File: config.mk
export PLATFORM = sky130hd
export DESIGN_NAME = alu_share_arbiter
export DESIGN_NICKNAME = d
export VERILOG_FILES = /design/src/rtl/alu_share_arbiter.sv
export SDC_FILE = /design/constraint.sdc
export NUM_CORES = 1
export LEC_CHECK = 0
export ABC_AREA = 0
export BUFFER_PORTS_ARGS = -buffer_cell sky130_fd_sc_hd__buf_2
export CORE_AREA = 2 2 115 106
export DETAILED_ROUTE_END_ITERATION = 12
export DIE_AREA = 0 0 117 108
export PLACE_DENSITY = 0.87
export SYNTH_ARGS = -nofsm -noshare
export SYNTH_HDL_FRONTEND = slang
export SYNTH_SLANG_ARGS = --single-unit
File: constraint.sdc
create_clock -name clk -period 2.2 [get_ports clk]
set_input_delay 0.22 -clock clk [delete_from_list [all_inputs] [get_ports clk]]
set_output_delay 0.22 -clock clk [all_outputs]
set_load 0.02 [all_outputs]
File: src/rtl/alu_share_arbiter.sv
// Round-robin sharing of one combinational ALU between two requesters.
// Issue register (S1) drives the ALU; response register (S2) captures the result.
module alu_share_arbiter #(
    parameter int             WIDTH  = 32,
    parameter int             OPW    = 4,
    parameter logic [OPW-1:0] XXX_OP = 4'b1111
) (
    input  logic             clk,
    input  logic             rst_n,
    input  logic             r0_valid,
    output logic             r0_ready,
    input  logic [OPW-1:0]   r0_op,
    input  logic [WIDTH-1:0] r0_a,
    input  logic [WIDTH-1:0] r0_b,
    input  logic             r1_valid,
    output logic             r1_ready,
    input  logic [OPW-1:0]   r1_op,
    input  logic [WIDTH-1:0] r1_a,
    input  logic [WIDTH-1:0] r1_b,
    output logic [OPW-1:0]   alu_op,
    output logic [WIDTH-1:0] alu_a,
    output logic [WIDTH-1:0] alu_b,
    input  logic [WIDTH-1:0] alu_result,
    output logic             resp_valid,
    input  logic             resp_ready,
    output logic             resp_id,
    output logic [WIDTH-1:0] resp_data,
    output logic             resp_err,
    output logic             busy
);

    logic             s1_valid, s1_id, s1_err;
    logic [OPW-1:0]   s1_op;
    logic [WIDTH-1:0] s1_a, s1_b;
    logic             s2_valid, s2_id, s2_err;
    logic [WIDTH-1:0] s2_data;
    logic             last_grant;

    logic             s2_free, s1_adv, accept_en;
    logic             take0, take1, accept;
    logic [OPW-1:0]   sel_op;
    logic [WIDTH-1:0] sel_a, sel_b;

    always_comb begin
        s2_free   = !s2_valid || resp_ready;
        s1_adv    = s1_valid && s2_free;
        accept_en = !s1_valid || s1_adv;
        // Each ready looks only at the other port's valid, so no valid->own-ready path exists.
        r0_ready  = accept_en && (!r1_valid || last_grant);
        r1_ready  = accept_en && (!r0_valid || !last_grant);
        take0     = r0_valid && r0_ready;
        take1     = r1_valid && r1_ready;
        accept    = take0 || take1;
        sel_op    = take1 ? r1_op : r0_op;
        sel_a     = take1 ? r1_a  : r0_a;
        sel_b     = take1 ? r1_b  : r0_b;
    end

    always_ff @(posedge clk or negedge rst_n) begin
        if (!rst_n) begin
            s1_valid   <= 1'b0;
            s1_id      <= 1'b0;
            s1_err     <= 1'b0;
            s1_op      <= '0;
            s1_a       <= '0;
            s1_b       <= '0;
            last_grant <= 1'b1;
        end else if (accept) begin
            s1_valid   <= 1'b1;
            s1_id      <= take1;
            s1_err     <= (sel_op == XXX_OP);
            s1_op      <= sel_op;
            s1_a       <= sel_a;
            s1_b       <= sel_b;
            last_grant <= take1;
        end else if (s1_adv) begin
            s1_valid   <= 1'b0;
        end
    end

    always_ff @(posedge clk or negedge rst_n) begin
        if (!rst_n) begin
            s2_valid <= 1'b0;
            s2_id    <= 1'b0;
            s2_err   <= 1'b0;
            s2_data  <= '0;
        end else if (s1_adv) begin
            s2_valid <= 1'b1;
            s2_id    <= s1_id;
            s2_err   <= s1_err;
            s2_data  <= s1_err ? '0 : alu_result;
        end else if (resp_ready && s2_valid) begin
            s2_valid <= 1'b0;
        end
    end

    always_comb begin
        alu_op     = s1_op;
        alu_a      = s1_a;
        alu_b      = s1_b;
        resp_valid = s2_valid;
        resp_id    = s2_id;
        resp_err   = s2_err;
        resp_data  = s2_data;
        busy       = s1_valid || s2_valid;
    end

endmodule

* After elaboration in Yosys (flattened, before gate mapping) *
Index checks and enable logic that the tools add are counted.

operators by class
  add/sub/neg operators = 0
  $mul = 0
  div/mod/pow operators = 0
  order comparisons = 0
  equal/unequal tests = 1
  shift operators = 0
  multiplexer cells = 8
  bitwise logic cells = 0
  reductions and logical operators = 19

operators with widths
  operator            number
  $mux 32             3
  $logic_and 1x1->1   6
  $logic_or 1x1->1    6
  $logic_not 1->1     5
  $eq 4x4->1 const B  1
  $mux 1              4
  $mux 4              1
  $reduce_bool 2->1   2

storage, ports and cells
  flip-flop bits (word level) = 107
  latch bits = 0
  RAM bits = 0
  bits in read-only memories = 0
  bits of input ports = 173
  output and inout port bits = 106
  word-level logic and storage cells = 39
  memories = 0

* Logic depth before layout (Yosys ltp) *
Gate-level depths: netlist of run 1.

  depth after elaboration = 8
  depth in mapped cells = 5
  mapped depth without buffers = 3

* Worst setup path before layout of run 1 *
OpenSTA, ideal clock, no wires.

  path kind = flip-flop to flip-flop
  start point = reg s2_valid (netlist: resp_valid)
  end point = reg s1_a[0] (netlist: alu_a[0])
  library setup time = 125 ps
  arrival time = 1,537 ps
  data required time = 2,075 ps
  setup slack = 539 ps
  cell stages (with the launch flop) = 6
  path buffers = 2
  clock period less this slack = 1,661 ps
  cell sequence = dfrtp_1 and3b_1 nor2_2 buf_4 buf_4 mux2_2

on the way
  cells in the longest elaborated chain, start to end = 7
  elaborated cells between the ends (all ways) = 10
  classes of those cells = 1 x mux; 9 x reduce/logical

RTL lines
  element                                             RTL line  source
  from (decl)                                         35        logic s2_valid, s2_id, s2_err;
  from (signal assigned)                              83        s2_valid <= 1'b0;
  from (signal assigned)                              88        s2_valid <= 1'b1;
  from (signal assigned)                              93        s2_valid <= 1'b0;
  $logic_not 1->1 *                                   45        s2_free = !s2_valid || resp_ready;
  $logic_or 1x1->1 *                                  45
  $logic_and 1x1->1 *                                 46        s1_adv = s1_valid && s2_free;
  $logic_or 1x1->1 *                                  47        accept_en = !s1_valid || s1_adv;
  $logic_and 1x1->1, on equally long branches         50, 49
  $logic_and 1x1->1, on equally long branches         52, 51
  $mux 32 / $logic_or 1x1->1 (equally long branches)  55, 53
  to (signal assigned)                                73        s1_a <= sel_a;
  to (decl)                                           34        logic [WIDTH-1:0] s1_a, s1_b;

Every way passes the cells marked *; elsewhere a longest branch is shown, timed or not.
A chain may end at the register's enable or synchronous reset.

* Worst setup path in the final report of run 1 *
  start point = reg last_grant
  end point = reg s1_b[27] (netlist: alu_b[27])

on the way
  cells in the longest elaborated chain, start to end = 5
  elaborated cells between the ends (all ways) = 9
  classes of those cells = 1 x mux; 8 x reduce/logical

RTL lines
  element                                             RTL line  source
  from (decl)                                         37        logic last_grant;
  from (signal assigned)                              75        last_grant <= take1;
  $logic_not 1->1                                     50        r1_ready = accept_en && (!r0_valid || !last_grant);
  $logic_or 1x1->1                                    50
  $logic_and 1x1->1                                   50
  $logic_and 1x1->1                                   52        take1 = r1_valid && r1_ready;
  $mux 32 / $logic_or 1x1->1 (equally long branches)  56, 53
  to (signal assigned)                                74        s1_b <= sel_b;
  to (decl)                                           34

Several ways; a longest one is shown, not always the timed one.

==> impl_metrics.tcl, run 1 <==
set metrics [dict create \
    grt_antenna_before_repair 0 \
    mostFrequentLayoutCells "buf_2, mux2_2, dfrtp_1" \
    yosysWarnings 0 \
    final_antenna_net_count 0 \
    fp-row-count 37 \
    crit_cells 4 \
    synthToLayoutAreaGrowth_pct 38.7 \
    cts_resized 0 \
    hp-class "input pin to flop" \
    r2r-end "alu_b[27]" \
    p_sw_share_pct 31.0 \
    diodes 0 \
    vias 3812 \
    startpoint "last_grant" \
    crit_buf_inv 1 \
    cp_cell_sequence "a21boi_4, buf_12, mux2_2, mux2_2" \
    cts_tree "built" \
    seq_area_frac_synth_pct 53.2 \
    avgRoutedWirePerCell_um 16.3 \
    cellInternalPower_mw 4.30 \
    tns_ns 0 \
    grt_max_degree 70 \
    final_common_cell "buf_2" \
    yosys.area_share.simple_pct 5.26 \
    end_kind "flop" \
    via_per_inst 4.84 \
    ctsRootBufferMaster "clkbuf_16" \
    reg2reg_from "last_grant" \
    drtIter0Drc 104 \
    synth_cell_types 22 \
    relSlewSlack_pct 73.1 \
    cp_top_family "multiplexers" \
    drt_wl_total_um 12800 \
    rrSetupSlack_ns 0.48 \
    path_max_fanout 69 \
    critPathMaxStageDelay_ns 0.40 \
    p_switching_mw 1.93 \
    fin_util_pct 61.6 \
    synth_fa_ha_area_share_pct 0 \
    die_w_um 117 \
    clk_pin_slew_worst_paths_ns 0.07 \
    drc_errors 0 \
    p_leak_nw 3.38 \
    clock_latency_ns 0.35 \
    htreeDepth 3 \
    synth_fp_nets 523 \
    slew_violations 0 \
    hold_ws_ns 0.124 \
    grt_use_total_pct 20.1 \
    grt.overflow.total 0 \
    tightest_slew_ns 0.404 \
    cts_buffers 9 \
    dp_hpwl_um 9820 \
    drive_gt1_share_pct 73.9 \
    worstSetupPathType "flop to flop" \
    ir_worst_vdd_uv 580 \
    drt-pass1-iter-count 6 \
    synth_cells 350 \
    nets 800 \
    p_comb_share_pct 29.4 \
    die_h_um 108 \
    synth.area.mux_share_pct 38.4 \
    grt_pass1_vias 4026 \
    crit_end "alu_b[27]" \
    run_status "finished clean" \
    fill_cells 907 \
    synth_top_family_by_area "multiplexers" \
    ys_ff_latch 107 \
    clkPwrFrac_pct 30.0 \
    clock-sinks 107 \
    cp_data_required_time_ns 2.43 \
    clockBufferDepth 2 \
    synth_area_um2 5040 \
    crit_arrival_ns 1.95 \
    fin_skew_ns 0.00591 \
    reg2reg_depth 4 \
    synth_compound_area_share_pct 0.844 \
    power_frac_seq_pct 40.6 \
    ios 279 \
    crit_top_cell "mux2_2" \
    powerDensity_nw_per_um2 892 \
    rsz0062_at_grt "no" \
    setup_viol 0 \
    synth_top_area_share_pct 52.6 \
    numPortBuffers 278 \
    yosys-top-cells-area "dfrtp_1, mux2_2, nor2b_1" \
    finalCritPeriodShare_pct 78.2 \
    gp_congestion 0.807 \
    grt_pass1_wl_um 19300 \
    drv_cap 0 \
    synth-xor-area-share_pct 0 \
    hold_viol_final 0 \
    start_util_pct 44.4 \
    fmax_ghz 0.581 \
    core_area_um2 11300 \
    synth_top_cell_by_area "dfrtp_1" \
    period_minus_slack_ns 1.72 \
    crit_path_top_delay_cell "dfstp_2" \
    die_area_um2 12600 \
    avgSynthCellArea_um2 14.4 \
    critPathLaunchType "flop" \
]
## worst reg2reg max path: stages, from the launching register on
cell      delay, ns
dfstp_2        0.40
a21boi_4       0.15
buf_12         0.31
mux2_2         0.47
mux2_2         0.27
## layer usage
layer	up-vias	track usage, %	share of wire, %
li1	1796	-	-
met5	-	0	0
met3	25	5.77	7.8
met4	0	8.24	2.7
met1	1819	21.5	35
met2	172	37.0	54
## sequential cells by signal, summed over array words and instances, names as in the netlist
| signal | flops |
|---|---|
| s1_valid | 1 |
| resp_valid | 1 |
| alu_a | 32 |
| resp_id | 1 |
| s1_id | 1 |
| alu_op | 4 |
| resp_data | 32 |
| alu_b | 32 |
| resp_err | 1 |
| last_grant | 1 |
| s1_err | 1 |
## worst min-delay path by stage
stage / cells past startpoint / start / to / slack (ns)
global placement: 1 / rst_n / resp_data[10] / 0.18
CTS: 2 / r0_valid / last_grant / 0.11
global route: 2 / r0_valid / last_grant / 0.12
floorplan: 0 / rst_n / alu_a[0] / -0.08
finish: 2 / r0_valid / last_grant / 0.12
detailed placement: 1 / rst_n / resp_data[6] / 0.19
## power groups by stage
stage,Sequential (mW),Clock [mW],Combinational [mW]
CTS,2.54,1.92,1.86
finish,2.53,1.87,1.83
detailed placement,2.57,0,1.85
floorplan,2.99,0,0.683
global route,2.58,2.01,1.96
global placement,2.55,0,1.79
## Yosys cell counts, drive strengths merged
master,instances
inv,1
a31oi,1
clkbuf,3
mux2i,1
nand3b,1
a21oi,5
dfstp,1
mux2,171
nand2b,2
nand4,2
nand2,2
and3b,1
nor2,2
dfrtp,106
a21boi,1
or2,1
nor2b,32
buf,17
## cell type report
type                            instances  area (um2)  share of cell area (%)
Clock buffer                            9         225                    3.22
Clock inverter                          7         124                    1.77
Inverter                                1        3.75                  0.0537
Multi-Input combinational cell        222        2260                    32.3
Sequential cell                       107        2680                    38.3
Tap cell                              156         195                    2.79
Timing Repair Buffer                  286        1510                    21.6
## metrics by stage
stage,cells,setup WS (ns),power (mW),area (um2)
2_1_floorplan,350,0.539,3.68,5040
3_3_place_gp,771,0.548,4.34,6630
3_5_place_dp,771,0.493,4.43,6630
4_1_cts,788,0.487,6.31,6990
5_1_grt,788,0.406,6.56,6990
6_report,788,0.479,6.23,6990
## timing repair
item,CTS,global route
hold endpoints to repair,28,0
hold buffers,1,0
buffers inserted,0,0
setup endpoints to repair,0,0
## logic make-up (layout without fill, tap and decap cells)
family,after synthesis,after routing
buffers and inverters,21,303
AO/OA/AOI/OAI,7,7
flip-flops,107,107
AND/OR/NAND/NOR,43,43
multiplexers,172,172
Power figures use the tool's default switching activity.
==> inputs of run 2 (changes only) <==
CORE_AREA = 2 2 122 112   (was 2 2 115 106)
DIE_AREA = 0 0 124 114   (was 0 0 117 108)
PLACE_DENSITY = 0.82   (was 0.87)
clock period = 1.5 ns   (was 2.2 ns; I/O delays follow)
==> impl_metrics.tcl, run 2 (same netlist as run 1, synthesis figures left out) <==
set metrics [dict create \
    p_leak_nw 3.45 \
    tns_ns -4.03 \
    crit_top_cell "mux2_2" \
    end_kind "flop" \
    final_antenna_net_count 0 \
    cp_data_required_time_ns 1.72 \
    cp_top_family "multiplexers" \
    fmax_ghz 0.632 \
    setup_viol 70 \
    drt_wl_total_um 12900 \
    drv_cap 0 \
    grt_pass1_vias 3993 \
    critPathMaxStageDelay_ns 0.38 \
    tightest_slew_ns 0.632 \
    grt_pass1_wl_um 18600 \
    avgRoutedWirePerCell_um 15.9 \
    drt-pass1-iter-count 4 \
    drc_errors 0 \
    cts_tree "built" \
    grt_max_degree 108 \
    rsz0062_at_grt "yes" \
    crit_path_top_delay_cell "dfstp_2" \
    clock-sinks 107 \
    start_util_pct 38.7 \
    via_per_inst 4.76 \
    dp_hpwl_um 9390 \
    die_area_um2 14100 \
    die_w_um 124 \
    ctsRootBufferMaster "clkbuf_16" \
    worstSetupPathType "flop to flop" \
    seqCellArea_um2 2680 \
    slew_violations 0 \
    fin_ws_ns -0.0812 \
    final_common_cell "buf_2" \
    diodes 0 \
    grt.overflow.total 0 \
    powerDensity_nw_per_um2 1250 \
    drive_gt1_share_pct 74.8 \
    numPortBuffers 278 \
    holdPathStages 3 \
    crit_buf_inv 1 \
    vias 3859 \
    clk_pin_slew_worst_paths_ns 0.07 \
    final_cells 810 \
    grt_antenna_before_repair 0 \
    htreeDepth 3 \
    cts_buffers 9 \
    crit_arrival_ns 1.80 \
    hold_viol_final 0 \
    hp-class "input pin to flop" \
    period_minus_slack_ns 1.58 \
    ios 279 \
    core_area_um2 13000 \
    cp_cell_sequence "a21boi_4, buf_12, mux2_2, mux2_2" \
    die_h_um 114 \
    clockBufferDepth 2 \
    p_total_mw 8.92 \
    mostFrequentLayoutCells "buf_2, mux2_2, dfrtp_1" \
    relSlewSlack_pct 57.8 \
    nets 810 \
    drtIter0Drc 97 \
    path_max_fanout 37 \
    run_status "finished with violations" \
    ir_worst_vdd_uv 594 \
    gp_congestion 0.778 \
    critPathLaunchType "flop" \
    grt_use_total_pct 17.0 \
    reg2reg_depth 4 \
    fin_skew_ns 0.00503 \
    finalCritPeriodShare_pct 105 \
    fp-row-count 40 \
    fill_cells 1107 \
    synthToLayoutAreaGrowth_pct 41.7 \
    place_inst 789 \
    violations "setup timing" \
    clock_latency_ns 0.34 \
    multi_input_comb_area_um2 2290 \
    crit_cells 4 \
]
-- run 2: cell types whose count changed in the layout (fill, tap and decap cells not counted), sizes merged --
| cell | before | now |
|---|---|---|
| bufinv | 3 | 1 |
| clkinv | 1 | 3 |
| inv | 3 | 1 |
| buf | 285 | 294 |
| clkbuf | 9 | 13 |
| clkinvlp | 1 | 0 |
-- run 2: cell type report --
cell class,instances,area share [%]
Inverter,1,0.0526
Clock inverter,4,0.683
Multi-Input combinational cell,222,32.0
Tap cell,168,2.94
Sequential cell,107,37.5
Clock buffer,12,3.59
Timing Repair Buffer,296,23.2
-- run 2: path summary, 6_finish.rpt --
path | startpoint | end | slack, ns
hold / removal | resp_ready | resp_valid | 0.13
setup reg to reg | last_grant | alu_a[23] | -0.08
setup / recovery | last_grant | alu_a[23] | -0.08
min in group asynchronous | rst_n | alu_a[7] | 0.36
hold reg to reg | alu_b[14] | alu_b[14] | 0.50
max in group asynchronous | rst_n | alu_b[31] | 0.60
-- run 2: tightest hold or removal path: stages --
cell	delay, ns
buf_2	0.09
nand2b_1	0.12
nand2b_1	0.06
-- run 2: power breakdown --
group | switching (mW) | internal, mW
clock | 1.04 | 1.39
sequential | 0.274 | 3.42
combinational | 1.48 | 1.32
-- run 2: per-stage QoR --
stage	utilization (%)	hold slack, ns	area (um2)	setup WS (ns)
floorplan	-	-0.146	5050	-0.0653
global placement	51.6	0.261	6720	-0.0703
detailed placement	51.6	0.265	6720	-0.0885
CTS	54.3	0.0855	7060	-0.0962
global route	54.9	0.151	7140	-0.139
finish	54.9	0.128	7140	-0.0812
-- run 2: timing repair --
action / 4_1_cts / 5_1_grt
endpoints found under the hold margin: 106 / 0
gates resized for setup: 9 / 6
endpoints found under the setup margin: 70 / 72
pin swaps: 0 / 0
cloned: 0 / 2
setup buffers: 0 / 2
hold buffers: 1 / 0
-- run 2: layer usage --
metal / GRT usage [%] / routed length [um] / up-vias
met5: 0 / 0 / -
met4: 6.67 / 212 / 0
met3: 3.70 / 875 / 16
met2: 31.5 / 6750 / 160
met1: 18.6 / 5020 / 1868
li1: - / - / 1815
